File: src/rtl/sync_fifo_flags.sv
// Single-clock FIFO with occupancy count, almost-full/almost-empty watermarks
// and sticky overflow/underflow flags; FWFT or registered-read output.
module sync_fifo_flags #(
    parameter  int DATA_WIDTH = 32,
    parameter  int DEPTH      = 16,
    parameter  int AFULL_LVL  = 14,
    parameter  int AEMPTY_LVL = 2,
    parameter  int FWFT       = 1,
    localparam int ADDR_WIDTH = $clog2(DEPTH)
) (
    input  logic                  clk,
    input  logic                  rst,
    input  logic                  wEn,
    input  logic [DATA_WIDTH-1:0] wData,
    output logic                  full,
    output logic                  almostFull,
    input  logic                  rEn,
    output logic [DATA_WIDTH-1:0] rData,
    output logic                  rValid,
    output logic                  empty,
    output logic                  almostEmpty,
    output logic [ADDR_WIDTH:0]   count,
    output logic                  overflow,
    output logic                  underflow
);

    localparam logic [ADDR_WIDTH:0] ONE       = (ADDR_WIDTH+1)'(1);
    localparam logic [ADDR_WIDTH:0] DEPTH_C   = (ADDR_WIDTH+1)'(DEPTH);
    localparam logic [ADDR_WIDTH:0] AFULL_C   = (ADDR_WIDTH+1)'(AFULL_LVL);
    localparam logic [ADDR_WIDTH:0] AEMPTY_C  = (ADDR_WIDTH+1)'(AEMPTY_LVL);

    logic [DATA_WIDTH-1:0] mem [DEPTH];

    logic [ADDR_WIDTH:0] wptr_q, wptr_d;
    logic [ADDR_WIDTH:0] rptr_q, rptr_d;
    logic [ADDR_WIDTH:0] count_q, count_d;
    logic                overflow_q, overflow_d;
    logic                underflow_q, underflow_d;
    logic                wr_acc;
    logic                rd_acc;

    // Flags decode only the registered count, so they never depend on wEn/rEn.
    assign full        = (count_q == DEPTH_C);
    assign empty       = (count_q == '0);
    assign almostFull  = (count_q >= AFULL_C);
    assign almostEmpty = (count_q <= AEMPTY_C);
    assign count       = count_q;
    assign overflow    = overflow_q;
    assign underflow   = underflow_q;

    assign wr_acc = wEn && !full;
    assign rd_acc = rEn && !empty;

    always_comb begin
        wptr_d      = wptr_q;
        rptr_d      = rptr_q;
        count_d     = count_q;
        overflow_d  = overflow_q | (wEn & full);
        underflow_d = underflow_q | (rEn & empty);
        if (wr_acc) begin
            wptr_d = wptr_q + ONE;
        end
        if (rd_acc) begin
            rptr_d = rptr_q + ONE;
        end
        case ({wr_acc, rd_acc})
            2'b10:   count_d = count_q + ONE;
            2'b01:   count_d = count_q - ONE;
            default: count_d = count_q;
        endcase
    end

    always_ff @(posedge clk) begin
        if (rst) begin
            wptr_q      <= '0;
            rptr_q      <= '0;
            count_q     <= '0;
            overflow_q  <= 1'b0;
            underflow_q <= 1'b0;
        end else begin
            wptr_q      <= wptr_d;
            rptr_q      <= rptr_d;
            count_q     <= count_d;
            overflow_q  <= overflow_d;
            underflow_q <= underflow_d;
        end
    end

    // Storage is not reset; pointers alone define what is valid.
    always_ff @(posedge clk) begin
        if (wr_acc && !rst) begin
            mem[wptr_q[ADDR_WIDTH-1:0]] <= wData;
        end
    end

    generate
        if (FWFT != 0) begin : g_fwft
            assign rData  = mem[rptr_q[ADDR_WIDTH-1:0]];
            assign rValid = ~empty;
        end else begin : g_reg_read
            logic [DATA_WIDTH-1:0] rdata_q, rdata_d;
            logic                  rvalid_q, rvalid_d;

            always_comb begin
                rdata_d  = rdata_q;
                rvalid_d = rd_acc;
                if (rd_acc) begin
                    rdata_d = mem[rptr_q[ADDR_WIDTH-1:0]];
                end
            end

            always_ff @(posedge clk) begin
                if (rst) begin
                    rdata_q  <= '0;
                    rvalid_q <= 1'b0;
                end else begin
                    rdata_q  <= rdata_d;
                    rvalid_q <= rvalid_d;
                end
            end

            assign rData  = rdata_q;
            assign rValid = rvalid_q;
        end
    endgenerate

endmodule

File: config.mk
export PLATFORM = sky130hd
export DESIGN_NAME = sync_fifo_flags
export DESIGN_NICKNAME = d
export VERILOG_FILES = /design/src/rtl/sync_fifo_flags.sv
export SDC_FILE = /design/constraint.sdc
export NUM_CORES = 1
export LEC_CHECK = 0
export ABC_AREA = 1
export CORE_UTILIZATION = 50
export DETAILED_ROUTE_END_ITERATION = 6
export HOLD_SLACK_MARGIN = 0.05
export PLACE_DENSITY = 0.74
export SYNTH_ARGS = -nofsm -noshare
export SYNTH_HDL_FRONTEND = slang
export SYNTH_SLANG_ARGS = --single-unit
File: constraint.sdc
create_clock -name clk -period 5.3 [get_ports clk]
set_input_delay 1.06 -clock clk [delete_from_list [all_inputs] [get_ports clk]]
set_output_delay 1.06 -clock clk [all_outputs]
set_load 0.03 [all_outputs]
==> results of run 1 <==
-- cells by family after synthesis --
family,Yosys count
xor gates and xnor gates,5
adders and majority gates,8
AOI/OAI and AO/OA,432
muxes,128
buffers and inverters,249
DFF,531
and+or+nand+nor,141
-- critical path: cells and delay by family (launching register included) --
family,cells,cell delay [ns]
compound gates,2,0.27
buf+inv,2,1.17
flops,1,0.83
mux,1,0.27
simple gates,1,0.15
-- cell type report --
type	count	area [um2]	area share [%]
Multi-Input combinational cell	714	4707	19.12
Antenna cell	1	2.502	0.01017
Timing Repair Buffer	114	1129	4.584
Tap cell	577	721.9	2.933
Sequential cell	531	15770	64.05
Inverter	154	640.6	2.602
Clock inverter	30	244.0	0.9911
Clock buffer	66	1405	5.708
-- through the flow --
stage	power, mW	util [%]
finish	11.15	58.17
global route	11.60	58.17
CTS	11.20	58.16
detailed placement	7.664	54.26
global placement	7.620	54.26
floorplan	6.921	-
-- worst paths after layout --
kind,start,endpoint,slack (ns),cells past startpoint
setup / recovery,register,rData[12],0.94,6
hold / removal,underflow,underflow,0.47,2
setup reg to reg,count[1],mem[11][2],2.62,7
hold reg to reg,underflow,underflow,0.47,2
-- registers in the layout (all words and copies together) (netlist names), named ones only --
| name | count |
|---|---|
| mem | 512 |
| count | 5 |
| rptr_q | 4 |
| wptr_q | 4 |
| overflow | 1 |
| underflow | 1 |
-- synthesized netlist by cell type --
| cell type | number | area, um2 |
|---|---|---|
| edfxtp_1 | 512 | 15370 |
| a21oi_1 | 139 | 695.7 |
| mux2i_1 | 128 | 1281 |
| o211ai_1 | 119 | 893.4 |
| o21ai_1 | 97 | 485.5 |
| inv_1 | 94 | 352.8 |
| o21ai_0 | 67 | 335.3 |
| nand3_1 | 51 | 255.2 |
| clkinv_2 | 48 | 240.2 |
| nand2_1 | 48 | 180.2 |
| clkbuf_1 | 43 | 161.4 |
| nor2_1 | 34 | 127.6 |
| dfxtp_1 | 19 | 380.4 |
| buf_2 | 14 | 70.07 |
| inv_2 | 12 | 45.04 |
| buf_12 | 11 | 220.2 |
| buf_6 | 10 | 112.6 |
| o211ai_2 | 9 | 112.6 |
| buf_1 | 8 | 30.03 |
| ha_1 | 8 | 100.1 |
| buf_4 | 7 | 52.55 |
| xor2_1 | 4 | 35.03 |
| nand4_1 | 3 | 18.77 |
| buf_8 | 2 | 30.03 |
| nand3_2 | 2 | 20.02 |
| a2111oi_0 | 1 | 8.760 |
| nand2_2 | 1 | 6.260 |
| nand2_4 | 1 | 11.26 |
| nor2_4 | 1 | 11.26 |
| xnor2_1 | 1 | 8.760 |
-- per-layer routing --
layer  GRT usage, %  wire length [um]
met2          34.20             22410
met3          3.933              3709
met5              0                17
met4          5.487               828
met1          31.03             20320
-- power breakdown --
group / internal, mW / switching [mW]
logic: 1.03 / 1.73
registers: 4.70 / 0.115
clock network: 2.06 / 1.50
==> impl_metrics.tcl, run 1 <==
set metrics [dict create \
    min_period_ns 4.356 \
    cts_max_level 2 \
    cp_cell_sequence "buf_4 > mux2i_1 > o21ai_1 > o211ai_1 > nand2_1 > clkdlybuf4s50_1" \
    start_util_pct 51.17 \
    fmax_mhz 229.5 \
    synth.avg_cell_area_um2 14.50 \
    synthSimpleGateAreaFrac_pct 2.912 \
    grt_pass1_vias 12070 \
    slowest_stage "dfxtp_4" \
    synthMuxAreaShare_pct 5.916 \
    finalCritPeriodShare_pct 82.20 \
    dp_hpwl_um 25260 \
    routed_wl_um 47280 \
    power_density_nw_per_um2 452.7 \
    place_congestion 0.7600 \
    routed_via_density 5.713 \
    cp-start-kind "register" \
    grt_use_total_pct 21.60 \
    hold_ws_ns 0.4678 \
    stdcell_area_um2 24620 \
    placed_area_um2 22970 \
    syn2layout_area_growth_pct 13.67 \
    cts.clk_slew.worst_paths_ns 0.06 \
    hold_violations 0 \
    hold_buffers 0 \
    core_um2 42320 \
    maxCapViolCount 0 \
    synth_area_um2 21660 \
    synth_compound_area_share_pct 11.69 \
    worst_slack_ns 0.9436 \
    cp.required_ns 4.24 \
    drv_slew 0 \
    cts-buffers-inserted 52 \
    cts_tree "done" \
    ys_seq_elements 531 \
    worstPathArrival_ns 3.30 \
    nets 1611 \
    yosysUniqueCellTypes 30 \
    synth_top_family_by_area "compound AO/OA/AOI/OAI gates" \
    die_h_um 210.1 \
    grt_pass1_wl_um 71700 \
    synth-xor-area-share_pct 0.2022 \
    layout.cells.non_filler 2187 \
    ir_drop_uv 350.7 \
    post-place-ws_ns 1.497 \
    outcome "finished clean" \
    vias 12500 \
    yosysWarnings 0 \
    yosys.area_share.adder_pct 0.4622 \
    post_cts_buffers 0 \
    grt_overflow 0 \
    cts_buffer_depth 3 \
    die_w_um 210.1 \
    drc 0 \
    grt_antenna_before_repair 2 \
    grt_start_max_net_pins 129 \
    final_common_cell "edfxtp_1" \
    cts-root-buf "clkbuf_16" \
    end_kind "primary output" \
    io_buffer_count 79 \
    hold_class "reg2reg" \
    tightest_slew_ns 1.153 \
    drt_iter0_markers 1417 \
    crit_fanout 52 \
    cts.sinks 531 \
    setup_tns_ns 0 \
    wl_per_cell_um 21.62 \
    slew_headroom_pct 23.13 \
    cts-resized-gates 0 \
    fill_cells 3141 \
    syn_nets 1538 \
    clock_latency_ns 0.58 \
    final_cell_mix "edfxtp_1, a21oi_1, mux2i_1, o211ai_1, o21ai_1" \
    finalClockSkew_ns 0.01047 \
    drive_above_1_share_pct 12.62 \
    dpl.cell_count 2090 \
    ant_nets 0 \
    drtPass1Iterations 5 \
    finalSetupViolCount 0 \
    slowest_delay_ns 0.83 \
    power.leakage_nw 8.162 \
    crit_type "reg2out" \
    rsz0062_at_grt "no" \
    ys_seq_area_share_pct 72.75 \
    io_pins 80 \
    rows 75 \
    netlist_instances 1494 \
    die-area_um2 44150 \
]
(Power assumes the default switching activity.)
==> run 2, diff against run 1 <==
- clock period: 5.3 -> 4.06 ns (I/O delays scaled with it)
==> run 2 against run 1 <==
Net effect:
- global-route usage rose by 0.81 points
- final area up 0.50%
- combinational power increased by 40%
- critical endpoint is now rData[7]
- wire length up 4.0%
- setup slack worse by 0.70 ns
==> impl_metrics.tcl, run 2 (synthesis results as in run 1) <==
set metrics [dict create \
    outcome "finished clean" \
    cp-start-kind "register" \
    drtPass1Iterations 5 \
    intPower_mw 10.13 \
    nets 1621 \
    vias 12700 \
    hold_class "reg2reg" \
    grt_pass1_wl_um 74380 \
    final_cell_mix "edfxtp_1, a21oi_1, mux2i_1, o211ai_1, o21ai_1" \
    use_met2_pct 37.18 \
    drive_above_1_share_pct 12.71 \
    diodes 0 \
    finalSetupViolCount 0 \
    core_um2 42320 \
    crit_fanout 128 \
    grt_util_met1_pct 31.04 \
    hold_violations 0 \
    cp.buffers_inverters 2 \
    cts.clk_slew.worst_paths_ns 0.06 \
    finalCritPeriodShare_pct 94.01 \
    post_cts_buffers 0 \
    routed_wl_um 49160 \
    die_w_um 210.1 \
    grt_antenna_before_repair 0 \
    rrSetupSlack_ns 1.56 \
    end_kind "primary output" \
    cts_max_level 2 \
    worstPathArrival_ns 3.00 \
    finalClockSkew_ns 0.01107 \
    cts-buffers-inserted 52 \
    fmax_mhz 262.0 \
    drt_iter0_markers 1332 \
    io_buffer_count 79 \
    clockPowerShare_pct 30.9 \
    grt_pass1_vias 12410 \
    cp_cell_sequence "buf_12 > a21oi_1 > o21ai_1 > o21ai_1 > o211ai_1 > nand2_1 > clkdlybuf4s50_1" \
    maxCapViolCount 0 \
    routed_via_density 5.776 \
    cpLargestDelayFamily "buffers and inverters" \
    ir_drop_uv 524.1 \
    stdcell_area_um2 24740 \
    power_frac_seq_pct 42.6 \
    clock_latency_ns 0.58 \
    drv_slew 0 \
    switching_share_pct 30.93 \
    rows 75 \
    cts-root-buf "clkbuf_16" \
    power.share.combinational_pct 26.5 \
    slowest_stage "clkdlybuf4s50_1" \
    p_switching_mw 4.534 \
    fill_cells 3207 \
    cts_buffer_depth 3 \
    ant_nets 0 \
    grt_use_total_pct 22.41 \
    largest_reg_flops 512 \
    die-area_um2 44150 \
    final_common_cell "edfxtp_1" \
    syn2layout_area_growth_pct 14.24 \
    min_period_ns 3.817 \
    grt_overflow 0 \
    start_util_pct 51.17 \
    die_h_um 210.1 \
    power.leakage_nw 8.209 \
    cp.required_ns 3.25 \
    cts.sinks 531 \
    setup_tns_ns 0 \
    hold_buffers 0 \
    dp_hpwl_um 29140 \
    power_density_nw_per_um2 592.6 \
    slew_headroom_pct 29.42 \
    crit_type "reg2out" \
    tightest_slew_ns 1.058 \
    slowest_delay_ns 0.62 \
    cts-resized-gates 0 \
    use_met3_pct 2.935 \
    cts_tree "done" \
    placed_area_um2 23140 \
    io_pins 80 \
    drc 0 \
    wl_per_cell_um 22.37 \
    cpMostUsedCell "o21ai_1" \
    place_congestion 0.8297 \
    busiest_layer "met2" \
    grt_start_max_net_pins 129 \
    rsz0062_at_grt "no" \
]
## run 2: changes by cell type in the layout (fill, tap and decap cells not counted), sizes merged
cell      before  now
diode          1    0
inv          108  106
bufinv         4    1
clkinv        71   69
clkbuf        66   76
buf           35   45
clkinvlp       1    0
## run 2: area by class of cell
| class | count | area [um2] | share of cell area, % |
|---|---|---|---|
| Tap cell | 577 | 721.9 | 2.918 |
| Timing Repair Buffer | 124 | 1304 | 5.270 |
| Inverter | 154 | 640.6 | 2.589 |
| Clock buffer | 76 | 1465 | 5.922 |
| Multi-Input combinational cell | 714 | 4707 | 19.02 |
| Clock inverter | 22 | 135.1 | 0.5462 |
| Sequential cell | 531 | 15770 | 63.73 |
## run 2: routing by layer
layer | vias up | share of wire (%) | wire (um)
met5 | - | 0 | 0
met3 | 100 | 6.5 | 3194
li1 | 5758 | - | -
met4 | 0 | 2.4 | 1186
met2 | 522 | 49 | 24070
met1 | 6316 | 42 | 20710
## run 2: path summary, 6_finish.rpt
path              from  cells past startpoint    endpoint
max reg2reg   count[1]                      7  mem[10][2]
min reg2reg  rptr_q[3]                      2    register
max           register                      7    rData[7]
min          rptr_q[3]                      2    register
## run 2: metrics by stage
step / util, % / worst slack (ns) / hold slack (ns) / cells / total power [mW]
3_3_place_gp: 54.68 / 0.8446 / 0.4553 / 2100 / 10.14
6_report: 58.46 / 0.2430 / 0.4835 / 2198 / 14.66
5_1_grt: 58.46 / 0.2355 / 0.5048 / 2198 / 15.23
4_1_cts: 58.46 / 0.3206 / 0.4828 / 2198 / 14.73
2_1_floorplan: - / 0.7784 / 0.4530 / 1494 / 9.035
3_5_place_dp: 54.68 / 0.7469 / 0.4663 / 2100 / 10.23
## run 2: power groups by stage
stage          clock network [mW]  logic, mW  registers, mW
2_1_floorplan                   0       2.68           6.36
6_report                     4.53       3.89           6.24
3_5_place_dp                    0       3.87           6.36
5_1_grt                      4.78       4.19           6.26
4_1_cts                      4.59       3.90           6.24
3_3_place_gp                    0       3.79           6.35
## run 2: tightest hold or removal path, cell delays in order, from the launching register on
cell	delay, ns
dfxtp_1	0.30
inv_1	0.08
a21oi_1	0.06
==> run 3, diff against run 2 <==
- ABC_AREA: 1 -> not set
- DONT_BUFFER_PORTS: not set -> 1
- GPL_ROUTABILITY_DRIVEN: not set -> 0
- PLACE_DENSITY: 0.74 -> 0.72
==> run 3 against run 2 <==
Net effect:
- cell count shrank 30%
- final area shrank 7.1%
- power shrank 11%
- critical path type unchanged
- synthesized cell count shrank 38%
- worst hold slack lost 0.19 ns
==> impl_metrics.tcl, run 3 <==
set metrics [dict create \
    ys_seq_area_share_pct 77.82 \
    cp.required_ns 3.25 \
    finalCritPeriodShare_pct 87.83 \
    grt_overflow 0 \
    fmax_mhz 280.4 \
    wl_per_cell_um 27.50 \
    drive_above_1_share_pct 26.53 \
    grt_pass1_vias 9712 \
    cts-buffers-inserted 53 \
    async_flop_share_pct 0 \
    drtPass1Iterations 5 \
    io_pins 80 \
    hold_buffers 0 \
    hold_depth 1 \
    grt_pass1_wl_um 62510 \
    synth-edff-count 512 \
    synth_common_cells "edfxtp_1, mux4_2, a22oi_1, nand2_1, nor2_1" \
    core_um2 39820 \
    end_kind "primary output" \
    grt_use_total_pct 20.93 \
    crit_fanout 23 \
    cts-root-buf "clkbuf_16" \
    fin_util_pct 57.69 \
    crit_type "reg2out" \
    cts.sinks 531 \
    diodes 0 \
    r2r_cells 5 \
    final_cell_mix "edfxtp_1, mux4_2, a22oi_1, clkbuf_16, nand2_1" \
    grt_antenna_before_repair 0 \
    synth_area_um2 20240 \
    cp-start-kind "register" \
    stdcell_area_um2 22970 \
    cts.clk_slew.worst_paths_ns 0.06 \
    yosysUniqueCellTypes 43 \
    die_w_um 203.2 \
    min_from "rst" \
    yosysMostFrequentCell "edfxtp_1" \
    routed_via_density 6.098 \
    setup_tns_ns 0 \
    netlist_instances 928 \
    rsz0062_at_grt "no" \
    start_util_pct 50.84 \
    clock_latency_ns 0.58 \
    ys_seq_elements 531 \
    fill_cells 2865 \
    ir_drop_uv 682.2 \
    syn2layout_area_growth_pct 13.49 \
    grt_start_max_net_pins 40 \
    total_power_mw 13.09 \
    die_h_um 203.2 \
    cts_tree "done" \
    post_cts_buffers 0 \
    tightest_slew_ns 0.8236 \
    maxCapViolCount 0 \
    routed_wl_um 42330 \
    r2r-start "count[2]" \
    finalClockSkew_ns 0.01550 \
    cts_max_level 2 \
    nets 1015 \
    ant_nets 0 \
    ys.flop_type "edfxtp_1" \
    drv_slew 0 \
    yosysWarnings 0 \
    power.leakage_nw 7.102 \
    rrSetupSlack_ns 0.83 \
    synth_top_area_share_pct 75.95 \
    slew_headroom_pct 44.96 \
    cts_buffer_depth 3 \
    multi_input_area_um2 4348 \
    placed_area_um2 21290 \
    dp_hpwl_um 23790 \
    hold_class "in2reg" \
    synth_top_cell_by_area "edfxtp_1" \
    cts-resized-gates 0 \
    final_common_cell "edfxtp_1" \
    synth.area.top_cells "edfxtp_1, mux4_2, a22oi_1, dfxtp_1, nand2_1" \
    synth.avg_cell_area_um2 21.82 \
    hold_violations 0 \
    finalSetupViolCount 0 \
    outcome "finished clean" \
    die-area_um2 41300 \
    power_density_nw_per_um2 569.9 \
    rows 73 \
    worstPathArrival_ns 2.75 \
    largest_reg_flops 512 \
    drt_iter0_markers 1083 \
    io_buffer_count 0 \
    drc 0 \
    vias 9385 \
    syn_nets 972 \
    seqCellArea_um2 15760 \
    r2r-end "mem[9][13]" \
    min_period_ns 3.566 \
]
## run 3: changes by cell type after synthesis, sizes merged, moves of 8 or more
cell	delta
mux4	+128
a21oi	-130
clkinv	-48
o21ai	-163
mux2i	-125
inv	-96
a22oi	+64
clkbuf	-15
o211ai	-127
nand3	-49
nand2	-8
buf	-28
## run 3: through the flow
stage               instances  hold WS, ns  worst slack [ns]
floorplan                 928       0.4950            0.7917
global placement         1441       0.5104            0.9246
detailed placement       1441       0.5251            0.8418
CTS                      1539       0.2618            0.4095
global route             1539       0.2768            0.3167
finish                   1539       0.2981            0.4942
## run 3: cells by family (layout without fill, tap and decap cells)
kind of cell,count (synthesis),after routing,synth area share [%]
buf+inv,62,148,1.409
compound gates,86,86,3.214
flops,531,531,77.82
xor+xnor,7,7,0.3028
simple gates,103,103,2.367
mux,131,131,14.39
fa+ha+maj,8,8,0.4945
## run 3: area by class of cell
class                   instances  area share, %
clock buffers                  73          6.328
clock inverters                25         0.9912
inverters                      10         0.1634
multi-input cells             335          18.92
flip-flops and latches        531          68.61
well taps                     525          2.859
repair buffers                 40          2.124
## run 3: metal layers
metal  routed length (um)  global-route usage (%)
met1                17590                   29.40
met2                20660                   33.50
met3                 3188                   4.139
met4                  894                   6.310
met5                    0                       0
## run 3: how the worst max path moves through the flow
| stage | to | slack (ns) | start | depth (start not counted) |
|---|---|---|---|---|
| final | rData[18] | 0.49 | register | 4 |
| after global routing | rData[18] | 0.32 | register | 4 |
| after CTS | rData[4] | 0.41 | register | 4 |
| after detailed placement | count[4] | 0.84 | count[2] | 9 |
| after global placement | mem[9][14] | 0.92 | count[2] | 5 |
| after floorplan | mem[5][0] | 0.79 | rst | 3 |
## run 3: critical path, stage by stage (launching register included)
cell	delay (ns)
dfxtp_4	0.69
buf_4	0.38
mux4_2	0.54
a22oi_1	0.24
nand2_1	0.30
## run 3: where the power goes
part           switching (mW)  internal [mW]  total (mW)  leakage (nW)
clock                    1.97           2.76        4.73         0.819
combinational            1.19          0.872        2.06          1.52
sequential              0.163           6.14        6.30          4.77
